[config.mk]
export PLATFORM = sky130hd
export DESIGN_NAME = lsu_seq
export DESIGN_NICKNAME = d
export VERILOG_FILES = /design/src/rtl/lsu_seq_pkg.sv /design/src/rtl/lsu_extract.sv /design/src/rtl/lsu_seq.sv
export SDC_FILE = /design/constraint.sdc
export NUM_CORES = 1
export LEC_CHECK = 0
export ABC_AREA = 1
export CAP_MARGIN = 20
export CORE_AREA = 10 10 176 112
export CTS_BUF_LIST = sky130_fd_sc_hd__clkbuf_8
export DETAILED_ROUTE_END_ITERATION = 7
export DIE_AREA = 0 0 186 122
export PLACE_DENSITY_LB_ADDON = 0.05
export SLEW_MARGIN = 10
export SYNTH_ARGS = -nofsm -noshare
export SYNTH_HDL_FRONTEND = slang
export SYNTH_SLANG_ARGS = --single-unit
[constraint.sdc]
create_clock -name clk -period 3.1 [get_ports clk]
set_input_delay 0.62 -clock clk [delete_from_list [all_inputs] [get_ports clk]]
set_output_delay 0.62 -clock clk [all_outputs]
set_load 0.02 [all_outputs]
[src/rtl/lsu_seq_pkg.sv]
// Shared opcode and state encodings for the load/store sequencer,
// plus small opcode classification helpers.
package lsu_seq_pkg;

    localparam logic [3:0] MEM_NONE = 4'd0;
    localparam logic [3:0] MEM_LB   = 4'd1;
    localparam logic [3:0] MEM_LH   = 4'd2;
    localparam logic [3:0] MEM_LW   = 4'd3;
    localparam logic [3:0] MEM_LBU  = 4'd4;
    localparam logic [3:0] MEM_LHU  = 4'd5;
    localparam logic [3:0] MEM_SB   = 4'd6;
    localparam logic [3:0] MEM_SH   = 4'd7;
    localparam logic [3:0] MEM_SW   = 4'd8;

    localparam logic [1:0] ST_IDLE = 2'd0;
    localparam logic [1:0] ST_RD   = 2'd1;
    localparam logic [1:0] ST_WR   = 2'd2;
    localparam logic [1:0] ST_DONE = 2'd3;

    localparam int unsigned CNT_W = 16;

    // Codes above MEM_SW behave as MEM_NONE and are never accepted.
    function automatic logic op_is_mem(input logic [3:0] op);
        return (op != MEM_NONE) && (op <= MEM_SW);
    endfunction

    function automatic logic op_is_load(input logic [3:0] op);
        return (op == MEM_LB) || (op == MEM_LH) || (op == MEM_LW) ||
               (op == MEM_LBU) || (op == MEM_LHU);
    endfunction

    function automatic logic op_misaligned(input logic [3:0] op, input logic [1:0] off);
        logic w_half;
        logic w_word;
        w_half = (op == MEM_LH) || (op == MEM_LHU) || (op == MEM_SH);
        w_word = (op == MEM_LW) || (op == MEM_SW);
        return (w_half && off[0]) || (w_word && (off != 2'b00));
    endfunction

endpackage

[src/rtl/lsu_extract.sv]
// Load lane select and sign/zero extension of a memory word.
module lsu_extract
    import lsu_seq_pkg::*;
(
    input  logic [31:0] i_word,
    input  logic [1:0]  i_off,
    input  logic [3:0]  i_op,
    output logic [31:0] o_data
);

    logic [7:0]  w_byte;
    logic [15:0] w_half;

    always_comb begin
        w_byte = i_word[7:0];
        case (i_off)
            2'd1:    w_byte = i_word[15:8];
            2'd2:    w_byte = i_word[23:16];
            2'd3:    w_byte = i_word[31:24];
            default: w_byte = i_word[7:0];
        endcase
    end

    assign w_half = i_off[1] ? i_word[31:16] : i_word[15:0];

    always_comb begin
        o_data = '0;
        case (i_op)
            MEM_LB:  o_data = {{24{w_byte[7]}}, w_byte};
            MEM_LBU: o_data = {24'd0, w_byte};
            MEM_LH:  o_data = {{16{w_half[15]}}, w_half};
            MEM_LHU: o_data = {16'd0, w_half};
            MEM_LW:  o_data = i_word;
            default: o_data = '0;
        endcase
    end

endmodule

[src/rtl/lsu_seq.sv]
// Load/store sequencer: issues word-aligned memory transactions for one
// captured operation, doing read-modify-write for sub-word stores.
module lsu_seq
    import lsu_seq_pkg::*;
#(
    parameter int unsigned ACK_TIMEOUT = 255
) (
    input  logic        clk,
    input  logic        rst_n,
    input  logic        op_valid,
    input  logic [3:0]  mem_op,
    input  logic [31:0] addr,
    input  logic [31:0] st_data,
    output logic        busy,
    output logic        done,
    output logic [31:0] load_data,
    output logic        misalign,
    output logic        timeout,
    output logic        dm_req,
    output logic        dm_we,
    output logic [31:0] dm_addr,
    output logic [31:0] dm_wdata,
    input  logic        dm_ack,
    input  logic [31:0] dm_rdata
);

    localparam logic [CNT_W-1:0] LP_LIMIT = 16'(ACK_TIMEOUT - 1);

    logic [1:0]       r_state;
    logic [3:0]       r_op;
    logic [1:0]       r_off;
    logic [15:0]      r_sdata;
    logic [CNT_W-1:0] r_cnt;
    logic             r_busy;
    logic             r_done;
    logic [31:0]      r_load_data;
    logic             r_misalign;
    logic             r_timeout;
    logic             r_dm_req;
    logic             r_dm_we;
    logic [31:0]      r_dm_addr;
    logic [31:0]      r_dm_wdata;

    logic [31:0]      w_ext;
    logic [31:0]      w_merged;

    lsu_extract u_extract (
        .i_word (dm_rdata),
        .i_off  (r_off),
        .i_op   (r_op),
        .o_data (w_ext)
    );

    always_comb begin
        w_merged = dm_rdata;
        if (r_op == MEM_SB) begin
            case (r_off)
                2'd0:    w_merged[7:0]   = r_sdata[7:0];
                2'd1:    w_merged[15:8]  = r_sdata[7:0];
                2'd2:    w_merged[23:16] = r_sdata[7:0];
                default: w_merged[31:24] = r_sdata[7:0];
            endcase
        end else if (r_op == MEM_SH) begin
            if (r_off[1]) w_merged[31:16] = r_sdata;
            else          w_merged[15:0]  = r_sdata;
        end
    end

    always_ff @(posedge clk or negedge rst_n) begin
        if (!rst_n) begin
            r_state     <= ST_IDLE;
            r_op        <= MEM_NONE;
            r_off       <= '0;
            r_sdata     <= '0;
            r_cnt       <= '0;
            r_busy      <= 1'b0;
            r_done      <= 1'b0;
            r_load_data <= '0;
            r_misalign  <= 1'b0;
            r_timeout   <= 1'b0;
            r_dm_req    <= 1'b0;
            r_dm_we     <= 1'b0;
            r_dm_addr   <= '0;
            r_dm_wdata  <= '0;
        end else begin
            case (r_state)
                ST_IDLE: begin
                    if (op_valid && op_is_mem(mem_op)) begin
                        r_op    <= mem_op;
                        r_off   <= addr[1:0];
                        r_sdata <= st_data[15:0];
                        r_busy  <= 1'b1;
                        if (op_misaligned(mem_op, addr[1:0])) begin
                            r_state    <= ST_DONE;
                            r_done     <= 1'b1;
                            r_misalign <= 1'b1;
                        end else begin
                            r_cnt     <= '0;
                            r_dm_req  <= 1'b1;
                            r_dm_addr <= {addr[31:2], 2'b00};
                            if (mem_op == MEM_SW) begin
                                r_state    <= ST_WR;
                                r_dm_we    <= 1'b1;
                                r_dm_wdata <= st_data;
                            end else begin
                                r_state <= ST_RD;
                                r_dm_we <= 1'b0;
                            end
                        end
                    end
                end
                ST_RD: begin
                    if (dm_ack) begin
                        if (op_is_load(r_op)) begin
                            r_state     <= ST_DONE;
                            r_done      <= 1'b1;
                            r_dm_req    <= 1'b0;
                            r_load_data <= w_ext;
                        end else begin
                            // RMW: request stays high, only direction and data change.
                            r_state    <= ST_WR;
                            r_cnt      <= '0;
                            r_dm_we    <= 1'b1;
                            r_dm_wdata <= w_merged;
                        end
                    end else if (r_cnt == LP_LIMIT) begin
                        r_state   <= ST_DONE;
                        r_done    <= 1'b1;
                        r_timeout <= 1'b1;
                        r_dm_req  <= 1'b0;
                    end else begin
                        r_cnt <= r_cnt + 1'b1;
                    end
                end
                ST_WR: begin
                    if (dm_ack) begin
                        r_state  <= ST_DONE;
                        r_done   <= 1'b1;
                        r_dm_req <= 1'b0;
                    end else if (r_cnt == LP_LIMIT) begin
                        r_state   <= ST_DONE;
                        r_done    <= 1'b1;
                        r_timeout <= 1'b1;
                        r_dm_req  <= 1'b0;
                    end else begin
                        r_cnt <= r_cnt + 1'b1;
                    end
                end
                default: begin
                    r_state     <= ST_IDLE;
                    r_busy      <= 1'b0;
                    r_done      <= 1'b0;
                    r_misalign  <= 1'b0;
                    r_timeout   <= 1'b0;
                    r_load_data <= '0;
                    r_dm_we     <= 1'b0;
                end
            endcase
        end
    end

    assign busy      = r_busy;
    assign done      = r_done;
    assign load_data = r_load_data;
    assign misalign  = r_misalign;
    assign timeout   = r_timeout;
    assign dm_req    = r_dm_req;
    assign dm_we     = r_dm_we;
    assign dm_addr   = r_dm_addr;
    assign dm_wdata  = r_dm_wdata;

endmodule

======== Yosys cells after proc, flatten, opt, wreduce, memory -nomap -nowiden ========
Cells that the tools add are included.
storage, ports and cells
  output and inout port bits .............. 102
  register bits ........................... 140
cells by class
  reduce and logical (&&, ||, !) cells .... 32
  magnitude comparators ................... 1
  bitwise logic cells ..................... 5
  eq/ne operators ......................... 30
  add/sub/neg operators ................... 1
  mux-type cells .......................... 61
operators with widths
  operator               number
  $mux 32                9
  $pmux 32 s5            1
  $mux 16                9
  $pmux 32 s2            2
  $pmux 16 s3            1
  $mux 8                 4
  $eq 4x3->1 const B     6
  $pmux 8 s3             1
  $mux 1                 21
  $ne 2x2->1 const B     9
  $add 16x1->16 const B  1
  $eq 16x8->1 const B    1
  $eq 4x2->1 const B     4
  $reduce_and 3->1       5
  $mux 2                 6
  $reduce_and 5->1       2
  $pmux 1 s3             3
  $logic_or 1x1->1       8
  $eq 2x2->1 const B     3
  $ne 3x3->1 const B     2
  $pmux 1 s2             3
  $pmux 2 s3             1
  $reduce_and 6->1       1
  $not 1->1              5
  14 further kinds       22

======== Longest topological paths before layout ========
Gate-level depths: netlist (run 1).
  depth after elaboration ................. 8
  gate-level depth with buffers ........... 13
  gate-level depth less buffers ........... 12

======== Hierarchy ========
From an unflattened synthesis (run 1), not the netlist that was laid out.
unflattened totals
  cell total of the unflattened synthesis .. 1335
  area, all modules ....................... 8869.8 um^2
by module, submodules not included
  module       times used  cells an instance  area an instance (um^2)
  lsu_seq      1           1121               7821.3
  lsu_extract  1           214                1048.5

======== Least setup slack after synthesis (run 1) ========
No wires, ideal clock.
  path kind ............................... input to register
  start point ............................. in addr[0]
  end point ............................... reg r_dm_wdata[10], in the netlist dm_wdata[10]
  cell stages on the path ................. 10
  required time ........................... 2.984 ns
  data arrival time ....................... 1.688 ns
  setup time .............................. 0.116 ns
  path slack .............................. 1.295 ns
  cell sequence ........................... or2_2 nand2_1 nand2_2 nand2_2 nand2_4 nor2_4 inv_4 buf_6 nand2_1 nand2_1
between the ends
  cells in the longest elaborated chain, start to end .. 5
  elaborated cells on any way between the ends .. 6
ends and longest elaborated chain
  element                         line               RTL
  start: declaration              lsu_seq.sv:12      input logic [31:0] addr,
  $reduce_bool 2->1               lsu_seq_pkg.sv:37  return (w_half && off[0]) || (w_word && (off != 2'b00));
  $logic_and 1x1->1               lsu_seq_pkg.sv:37
  $logic_or 1x1->1 (*)            lsu_seq_pkg.sv:37
  $ne 2x2->1 (no line) (*)        --
  $reduce_and 6->1 (no line) (*)  --
  end signal: assignment          lsu_seq.sv:104     r_dm_wdata <= st_data;
  end signal: assignment          lsu_seq.sv:124     r_dm_wdata <= w_merged;
  end: declaration                lsu_seq.sv:42      logic [31:0] r_dm_wdata;
Mark *: on every way between the ends. The rest lies on a longest branch, timed or not.
A chain may end at the register's enable or synchronous reset.

======== Worst setup path after layout (run 1) ========
  start point ............................. in mem_op[0]
  end point ............................... reg r_dm_wdata[25], in the netlist dm_wdata[25]
between the ends
  cells in the longest elaborated chain, start to end .. 7
  elaborated cells on any way between the ends .. 19
ends and longest elaborated chain
  element                                                             line           RTL
  start: declaration                                                  lsu_seq.sv:11  input logic [3:0] mem_op,
  parallel branches: the longest is 6 deep, another holds $le 4x4->1  --
  $reduce_and 6->1 (no line) (*)                                      --
Every way passes the cells marked *.

==> impl_summary.log, run 1 <==
[metrics] number of search-and-repair iterations in the first detailed-routing pass: 5
[metrics] share of synthesized cell area in and, or, nand and nor gates: 34.9%
[metrics] CP dominant cell by count: nand2_1
[metrics] number of nets still failing antenna checks after routing: 0
[metrics] share of cell area taken by muxes after synthesis: 0%
[metrics] overall global routing resource usage: 26.2%
[metrics] final period utilization: 85.0%
[metrics] critical path class: input pin to flip-flop
[metrics] critical path startpoint category: input pin
[metrics] proportion of synthesized chip area in sequential cells: 40.6%
[metrics] number of DRC violations after detailed routing: 0
[metrics] placeable core region: 16700 sq um
[metrics] wire length reported by the detailed router: 30.1 mm
[metrics] post-layout net count: 1565
[metrics] crit-path leading delay family: simple AND/OR/NAND/NOR gates
[metrics] largest net degree at the start of global routing: 50
[metrics] worst-case vdd ir drop: 510 uV
[metrics] type of the most critical hold path: input pin to async pin
[metrics] leading cell types in the layout, fill and taps excluded: 567 x nand2_1, 202 x clkdlybuf4s50_1, 140 x dfrtp_1
[metrics] final setup margin: 0.465 ns
[metrics] gate count after technology mapping: 1283
[metrics] Static Leakage: 5.62 nW
[metrics] average cell area after synthesis: 6.73 sq um
[metrics] setup slack on the worst flop-to-flop path: 0.53 ns
[metrics] final setup violation count: 0
[metrics] TritonCTS clock tree: done
[metrics] most common cell after layout, fill and taps aside: nand2_1
[metrics] highest clock frequency the design can meet: 0.380 GHz
[metrics] Worst path depth: 11
[metrics] normalized max-slew margin: 42.8%
[metrics] count of warnings emitted by yosys: 0
[metrics] Critical Path Fanout Max: 33
[metrics] detail-routed net length per standard cell: 17.9 um
[metrics] # clock sinks: 140
[metrics] wire length of the first global-routing pass: 46.9 mm
[metrics] logic depth of the worst register-to-register path: 10
[metrics] Yosys cell types: 36
[metrics] total power consumption of the routed design: 0.0104 W
[metrics] critical path's slowest cell: nor2_4
[metrics] initial cell density of the core: 51.8%
[metrics] maximum level of the CTS H-tree: 4
[metrics] clk_lat worst skew: 0.47 ns
[metrics] routability congestion estimate from global placement: 1.02
[metrics] Post-Synth Adder-Cell Area: 0.870%
[metrics] Layout area overhead: 29.0%
[metrics] average vias per placed instance: 5.45
[metrics] cell-by-cell trace of the critical path: clkdlybuf4s50_1, nor2_2, nand3_1, nand2_1, nand2_2, nand2_4, nand2_4, nor2_4, inv_4, nand2_1, nand2_1
[metrics] port bufs: 203
[metrics] Final Slew Violations: 0
[metrics] shortest period the worst path allows: 2.63 ns
[metrics] number of buffers on the longest clock path: 2
[metrics] number of flip-flops and latches in the synthesized netlist: 140
[metrics] count of hold buffers inserted by post-cts repair: 0
[metrics] die outline height: 122 um
[metrics] signal arrival time at the worst endpoint: 2.99 ns
[metrics] final setup skew: 0.0225 ns
[metrics] violation count after the first detailed-routing iteration: 1051
[metrics] diodes inserted: 0
[metrics] Chip Width: 186 um
[metrics] sum of negative setup slack: 0 ns
[metrics] final HPWL from detailed placement: 22.6 mm
[metrics] setup repair after global routing missed its margin: false
[metrics] parity-gate share of the synthesized area counting xor and xnor cells: 0.203%
[metrics] I/O Pins: 206
[metrics] worst slack, placed: -0.0371 ns
[metrics] number of maximum-capacitance constraint violations: 0
[metrics] TritonCTS buffer count: 17
[metrics] Worst Setup End Kind: flip-flop
[metrics] delay of the slowest critical-path stage: 0.63 ns
[metrics] count of standard-cell rows: 37
[metrics] fraction of layout instances using a drive strength above 1: 5.65%
[metrics] endpoint required time on the critical path: 3.46 ns
[metrics] final count of hold timing violations: 0
[metrics] grt total ovfl: 0
[metrics] post-synth design cell area: 8630 sq um
[metrics] count of instances resized after the clock tree is built: 0
[metrics] outcome: complete, no violations
[metrics] Post-CTS Repair Setup Buffers: 0
[metrics] Post-Layout Inst Area: 11100 sq um
[metrics] worst path buffer plus inverter count: 2
[metrics] vias post-DR: 9167
[metrics] Compound-Gate Fraction of Synth Area: 14.9%
[metrics] Clock Pin Slew Worst Setup and Hold Paths: 0.10 ns
[metrics] Root Driver: clkbuf_8
[metrics] worst slew pin tran: 0.857 ns
[metrics] via count of the first global-routing pass: 8496
[metrics] die outline area: 22700 sq um
[metrics] dominant combinational cell family by area after synthesis: simple AND/OR/NAND/NOR gates
[metrics] Placed Area: 10700 sq um
[metrics] antenna violations before repair: 0
[metrics] power density over cell area: 933 nW/um^2
==> cell usage after synthesis, drive strengths merged <==
cell type / number / area (sq um)
o21bai: 2 / 15.0
buf: 43 / 274
o211ai: 19 / 143
ha: 6 / 75.1
a31oi: 1 / 6.26
o31ai: 2 / 15.0
conb: 1 / 3.75
a21boi: 1 / 7.51
nand4: 18 / 113
clkbuf: 34 / 128
or2: 1 / 6.26
o221ai: 7 / 61.3
nand2: 573 / 2180
nand3: 96 / 490
a22oi: 6 / 45.0
o21ai: 131 / 659
nand3b: 2 / 15.0
nor3: 4 / 20.0
a21oi: 67 / 335
inv: 87 / 332
dfrtp: 140 / 3500
xnor2: 2 / 17.5
nor2: 40 / 191
==> sequential cells by signal (all words and copies together), names as in the netlist <==
name       flops
r_sdata       16
load_data     32
r_state        2
dm_wdata      32
r_off          2
dm_addr       30
done           1
dm_req         1
r_cnt         16
r_op           4
timeout        1
misalign       1
busy           1
dm_we          1
==> kinds of logic after synthesis <==
logic type,after synthesis
AO/OA/AOI/OAI,236
XOR/XNOR,2
adder cells (fa/ha/maj),6
buffers and inverters,164
flip-flops,140
other,1
AND/OR/NAND/NOR,734
==> per-stage QoR <==
stage               cells  hold slack [ns]  util, %
floorplan            1284            0.324        -
global placement     1650            0.462     64.5
detailed placement   1650            0.465     64.5
CTS                  1682           0.0800     66.8
global route         1682           0.0965     66.8
finish               1682           0.0791     66.8
==> routing by layer <==
| metal | share of wire [%] | track usage [%] | vias up | wire, um |
|---|---|---|---|---|
| li1 | - | - | 4480 | - |
| met1 | 47 | 39.4 | 4235 | 14000 |
| met2 | 40 | 34.8 | 428 | 11900 |
| met3 | 13 | 9.60 | 24 | 3790 |
| met4 | 1.0 | 5.42 | 0 | 311 |
| met5 | 0 | 0 | - | 0 |
==> power by group <==
part	total [W]	internal [W]	switching [W]
Sequential	0.00299	0.00254	0.000444
Combinational	0.00587	0.00210	0.00377
Clock	0.00154	0.000688	0.000851
Total	0.0104	0.00533	0.00506
==> layout make-up <==
type / instances / area, sq um
fill: 1480 / 5530
clock inverter: 14 / 146
sequential: 140 / 3500
timing repair buffer: 229 / 2240
tap: 214 / 268
inverter: 87 / 332
multi-input combinational: 980 / 4400
clock buffer: 18 / 248
==> worst paths after layout <==
check / start / end
setup / recovery: mem_op[0] / dm_wdata[25]$_DFFE_PN0P_
hold / removal: rst_n / dm_addr[18]$_DFFE_PN0P_
setup reg to reg: r_state[1]$_DFFE_PN0P_ / dm_wdata[25]$_DFFE_PN0P_
hold reg to reg: load_data[31]$_DFFE_PN0P_ / load_data[31]$_DFFE_PN0P_
max in group asynchronous: rst_n / r_cnt[3]$_DFFE_PN0P_
min in group clk: load_data[31]$_DFFE_PN0P_ / load_data[31]$_DFFE_PN0P_
No activity file was read; power rests on OpenSTA's default activity.
==> run 2: changes to the inputs <==
- CORE_AREA: 10 10 176 112 -> 10 10 186 118
- DIE_AREA: 0 0 186 122 -> 0 0 196 128
- clock period: 3.1 -> 2.4 ns (I/O delays scaled with it)
==> impl_summary.log, run 2 (synthesis gave the netlist of run 1 again) <==
[metrics] outcome: complete, no violations
[metrics] critical path class: flip-flop to flip-flop
[metrics] count of hold buffers inserted by post-cts repair: 1
[metrics] most common cell after layout, fill and taps aside: nand2_1
[metrics] final setup violation count: 0
[metrics] number of nets still failing antenna checks after routing: 0
[metrics] setup repair after global routing missed its margin: false
[metrics] power density over cell area: 1210 nW/um^2
[metrics] final HPWL from detailed placement: 23.7 mm
[metrics] final period utilization: 86.7%
[metrics] placeable core region: 18600 sq um
[metrics] overall global routing resource usage: 24.8%
[metrics] critical path startpoint category: flip-flop
[metrics] type of the most critical hold path: input pin to async pin
[metrics] Clock Pin Slew Worst Setup and Hold Paths: 0.08 ns
[metrics] capturing point of the worst reg2reg path: load_data[12]$_DFFE_PN0P_
[metrics] violation count after the first detailed-routing iteration: 1038
[metrics] routability congestion estimate from global placement: 1.01
[metrics] FF-to-FF Start: r_off[0]$_DFFE_PN0P_
[metrics] Placed Area: 10900 sq um
[metrics] number of standard cells in the layout, taps in and fillers out: 1723
[metrics] Final Slew Violations: 0
[metrics] number of cells in the design after placement: 1692
[metrics] endpoint required time on the critical path: 2.75 ns
[metrics] average vias per placed instance: 5.33
[metrics] detail-routed net length per standard cell: 18.2 um
[metrics] die outline area: 25100 sq um
[metrics] Critical Path Fanout Max: 17
[metrics] final count of hold timing violations: 0
[metrics] worst-case vdd ir drop: 689 uV
[metrics] signal arrival time at the worst endpoint: 2.44 ns
[metrics] Chip Width: 196 um
[metrics] Root Driver: clkbuf_8
[metrics] number of buffers on the longest clock path: 2
[metrics] Static Leakage: 5.69 nW
[metrics] number of search-and-repair iterations in the first detailed-routing pass: 6
[metrics] normalized max-slew margin: 35.3%
[metrics] initial cell density of the core: 46.3%
[metrics] wire length of the first global-routing pass: 49.2 mm
[metrics] TritonCTS buffer count: 17
[metrics] Worst Setup End Kind: flip-flop
[metrics] highest clock frequency the design can meet: 0.480 GHz
[metrics] number of DRC violations after detailed routing: 0
[metrics] largest net degree at the start of global routing: 49
[metrics] final setup skew: 0.0102 ns
[metrics] via count of the first global-routing pass: 8400
[metrics] Layout area overhead: 31.6%
[metrics] diodes inserted: 0
[metrics] die outline height: 128 um
[metrics] fraction of layout instances using a drive strength above 1: 6.16%
[metrics] port bufs: 203
[metrics] count of standard-cell rows: 39
[metrics] logic depth of the worst register-to-register path: 9
[metrics] shortest period the worst path allows: 2.08 ns
[metrics] vias post-DR: 9191
[metrics] sum of negative setup slack: 0 ns
[metrics] wire length reported by the detailed router: 31.4 mm
[metrics] antenna violations before repair: 0
[metrics] Post-Layout Inst Area: 11400 sq um
[metrics] final-layout worst hold slack: 0.442 ns
[metrics] post-layout net count: 1576
[metrics] leading cell types in the layout, fill and taps excluded: 567 x nand2_1, 202 x clkdlybuf4s50_1, 140 x dfrtp_1
[metrics] grt total ovfl: 0
[metrics] maximum level of the CTS H-tree: 4
[metrics] Post-CTS Repair Setup Buffers: 0
[metrics] worst slew pin tran: 0.962 ns
[metrics] I/O Pins: 206
[metrics] clk_lat worst skew: 0.47 ns
[metrics] final core utilization: 61.0%
[metrics] TritonCTS clock tree: done
[metrics] # clock sinks: 140
[metrics] setup slack on the worst flop-to-flop path: 0.32 ns
[metrics] number of maximum-capacitance constraint violations: 0
[metrics] count of instances resized after the clock tree is built: 0
[run 2: worst max-delay path, stage by stage (launching register included)]
cell      delay [ns]
dfrtp_1         0.45
inv_1           0.18
nand2_1         0.15
inv_1           0.21
nand2_1         0.12
nand3b_1        0.31
buf_4           0.29
nand2_1         0.09
nand2_1         0.09
nand2_1         0.06
[run 2: metrics by stage]
step | worst slack (ns) | power, W
final | 0.319 | 0.0137
after global routing | 0.0810 | 0.0147
after CTS | 0.360 | 0.0137
after detailed placement | 0.111 | 0.0116
after global placement | 0.0879 | 0.0116
after floorplan | 0.679 | 0.00841
[run 2: where the power goes]
group	leakage [nW]	switching, W	internal [W]
Combinational	3.68	0.00490	0.00289
Sequential	1.82	0.000592	0.00329
Clock	0.196	0.000959	0.00107
[run 2: metal layers]
metal	global-route usage (%)	routed length (um)	vias up	share of wire, %
met3	10.9	4050	31	13
li1	-	-	4500	-
met2	31.0	11900	430	38
met5	0	0	-	0
met1	37.2	15000	4230	48
met4	5.19	366	0	1.2
[run 2: worst max-delay path by stage]
stage / start / to / slack (ns) / cells past startpoint
2_1_floorplan: r_state[0]$_DFFE_PN0P_ / dm_wdata[10]$_DFFE_PN0P_ / 0.68 / 11
3_3_place_gp: dm_ack / load_data[12]$_DFFE_PN0P_ / 0.09 / 7
3_5_place_dp: dm_ack / load_data[12]$_DFFE_PN0P_ / 0.11 / 7
4_1_cts: dm_we$_DFFE_PN0P_ / dm_we / 0.36 / 1
5_1_grt: r_op[2]$_DFFE_PN0P_ / load_data[12]$_DFFE_PN0P_ / 0.08 / 9
6_report: r_off[0]$_DFFE_PN0P_ / load_data[12]$_DFFE_PN0P_ / 0.32 / 9
[run 2: cell type report]
| type | instances | area, sq um |
|---|---|---|
| clock buffers | 19 | 262 |
| flip-flops and latches | 140 | 3500 |
| well taps | 246 | 308 |
| inverters | 87 | 332 |
| clock inverters | 11 | 144 |
| fillers | 1779 | 7280 |
| multi-input cells | 980 | 4400 |
| repair buffers | 240 | 2410 |
==> run 3: changes to the inputs <==
- CAP_MARGIN: 20 -> 5
- SKIP_CTS_REPAIR_TIMING: not set -> 1
==> impl_summary.log, run 3 (synthesis gave the netlist of run 1 again) <==
[metrics] violation count after the first detailed-routing iteration: 1038
[metrics] post-layout net count: 1576
[metrics] number of buffers on the longest clock path: 2
[metrics] clk_lat worst skew: 0.48 ns
[metrics] sum of negative setup slack: 0 ns
[metrics] TritonCTS buffer count: 17
[metrics] critical path class: flip-flop to flip-flop
[metrics] maximum level of the CTS H-tree: 4
[metrics] Critical Path Fanout Max: 17
[metrics] outcome: complete, no violations
[metrics] final count of hold timing violations: 0
[metrics] Root Driver: clkbuf_8
[metrics] Top Metal Used: met4
[metrics] delay of the slowest critical-path stage: 0.45 ns
[metrics] number of nets still failing antenna checks after routing: 0
[metrics] leading cell types in the layout, fill and taps excluded: 567 x nand2_1, 202 x clkdlybuf4s50_1, 140 x dfrtp_1
[metrics] normalized max-slew margin: 35.3%
[metrics] capturing point of the worst reg2reg path: load_data[12]$_DFFE_PN0P_
[metrics] Worst Setup EP: load_data[12]$_DFFE_PN0P_
[metrics] Static Leakage: 5.69 nW
[metrics] cell-by-cell trace of the critical path: inv_1, nand2_1, inv_1, nand2_1, nand3b_1, buf_4, nand2_1, nand2_1, nand2_1
[metrics] Chip Width: 196 um
[metrics] type of the most critical hold path: input pin to async pin
[metrics] diodes inserted: 0
[metrics] endpoint required time on the critical path: 2.76 ns
[metrics] wire length reported by the detailed router: 31.4 mm
[metrics] critical path startpoint category: flip-flop
[metrics] initial cell density of the core: 46.3%
[metrics] final setup margin: 0.318 ns
[metrics] signal arrival time at the worst endpoint: 2.44 ns
[metrics] final HPWL from detailed placement: 23.7 mm
[metrics] I/O Pins: 206
[metrics] worst slew pin tran: 0.962 ns
[metrics] vias post-DR: 9182
[metrics] fraction of layout instances using a drive strength above 1: 6.16%
[metrics] shortest period the worst path allows: 2.08 ns
[metrics] wire length of the first global-routing pass: 49.2 mm
[metrics] antenna violations before repair: 0
[metrics] overall global routing resource usage: 24.7%
[metrics] average vias per placed instance: 5.33
[metrics] setup repair after global routing missed its margin: false
[metrics] Worst Setup End Kind: flip-flop
[metrics] setup slack on the worst flop-to-flop path: 0.32 ns
[metrics] # clock sinks: 140
[metrics] Layout area overhead: 31.6%
[metrics] largest net degree at the start of global routing: 49
[metrics] critical path's slowest cell: dfrtp_1
[metrics] logic depth of the worst register-to-register path: 9
[metrics] CP startpoint: r_off[0]$_DFFE_PN0P_
[metrics] die outline area: 25100 sq um
[metrics] via count of the first global-routing pass: 8394
[metrics] number of maximum-capacitance constraint violations: 0
[metrics] worst slack, placed: 0.111 ns
[metrics] port bufs: 203
[metrics] worst-case vdd ir drop: 689 uV
[metrics] grt total ovfl: 0
[metrics] final period utilization: 86.8%
[metrics] final setup violation count: 0
[metrics] met3 WL post-DR: 4.05 mm
[metrics] Clock Pin Slew Worst Setup and Hold Paths: 0.08 ns
[metrics] routability congestion estimate from global placement: 1.01
[metrics] detail-routed net length per standard cell: 18.2 um
[metrics] power density over cell area: 1210 nW/um^2
[metrics] highest clock frequency the design can meet: 0.480 GHz
[metrics] met2 wire length: 11.9 mm
[metrics] final setup skew: 0.00918 ns
[metrics] FF-to-FF Start: r_off[0]$_DFFE_PN0P_
[metrics] CP dominant cell by count: nand2_1
[metrics] number of search-and-repair iterations in the first detailed-routing pass: 8
[metrics] number of DRC violations after detailed routing: 0
[metrics] die outline height: 128 um
[metrics] routed length on met1: 15.1 mm
[metrics] Final Slew Violations: 0
[metrics] placeable core region: 18600 sq um
[metrics] TritonCTS clock tree: done
[metrics] most common cell after layout, fill and taps aside: nand2_1
[metrics] count of standard-cell rows: 39
[run 3: cell counts in the layout (fill, tap and decap cells not counted)]
Identical to the previous run, type by type.
[run 3: how the worst min path moves through the flow]
stage                                      end  depth (start not counted)   from  slack, ns
after floorplan               busy$_DFFE_PN0P_                          0  rst_n       0.18
after global placement    r_cnt[9]$_DFFE_PN0P_                          1  rst_n       0.38
after detailed placement  r_cnt[9]$_DFFE_PN0P_                          1  rst_n       0.38
after CTS                 r_cnt[9]$_DFFE_PN0P_                          1  rst_n      -0.14
after global routing      r_cnt[9]$_DFFE_PN0P_                          2  rst_n       0.45
final                     r_cnt[9]$_DFFE_PN0P_                          2  rst_n       0.44
[run 3: routing by layer]
| layer | vias up | global-route usage (%) |
|---|---|---|
| met5 | - | 0 |
| met4 | 0 | 5.19 |
| met3 | 29 | 10.9 |
| met2 | 422 | 31.0 |
| met1 | 4233 | 37.2 |
| li1 | 4498 | - |
[run 3: metrics by stage]
stage / power, W / hold WS [ns] / util [%] / cell area [sq um] / cells
finish: 0.0137 / 0.440 / 61.0 / 11400 / 1723
global route: 0.0147 / 0.453 / 61.0 / 11400 / 1723
detailed placement: 0.0116 / 0.384 / 58.7 / 10900 / 1692
CTS: 0.0137 / -0.137 / 60.9 / 11400 / 1722
global placement: 0.0116 / 0.382 / 58.7 / 10900 / 1692
floorplan: 0.00841 / 0.184 / - / 8640 / 1284
[run 3: power breakdown]
part / total, W / leakage, nW / switching (W) / internal (W)
clock network: 0.00203 / 0.196 / 0.000961 / 0.00107
registers: 0.00388 / 1.82 / 0.000592 / 0.00329
logic: 0.00779 / 3.68 / 0.00491 / 0.00289
total: 0.0137 / 5.69 / 0.00646 / 0.00724
[run 3: critical path: cells and delay by family (launching register included)]
kind                   cells  cell delay (ns)
DFF                        1             0.45
buffers and inverters      3             0.68
and+or+nand+nor            6             0.82
[run 3: layout make-up]
class                      instances  area [sq um]
fill                            1779          7280
multi-input combinational        980          4400
sequential                       140          3500
timing repair buffer             240          2410
inverter                          87           332
tap                              246           308
clock buffer                      19           262
clock inverter                    11           144
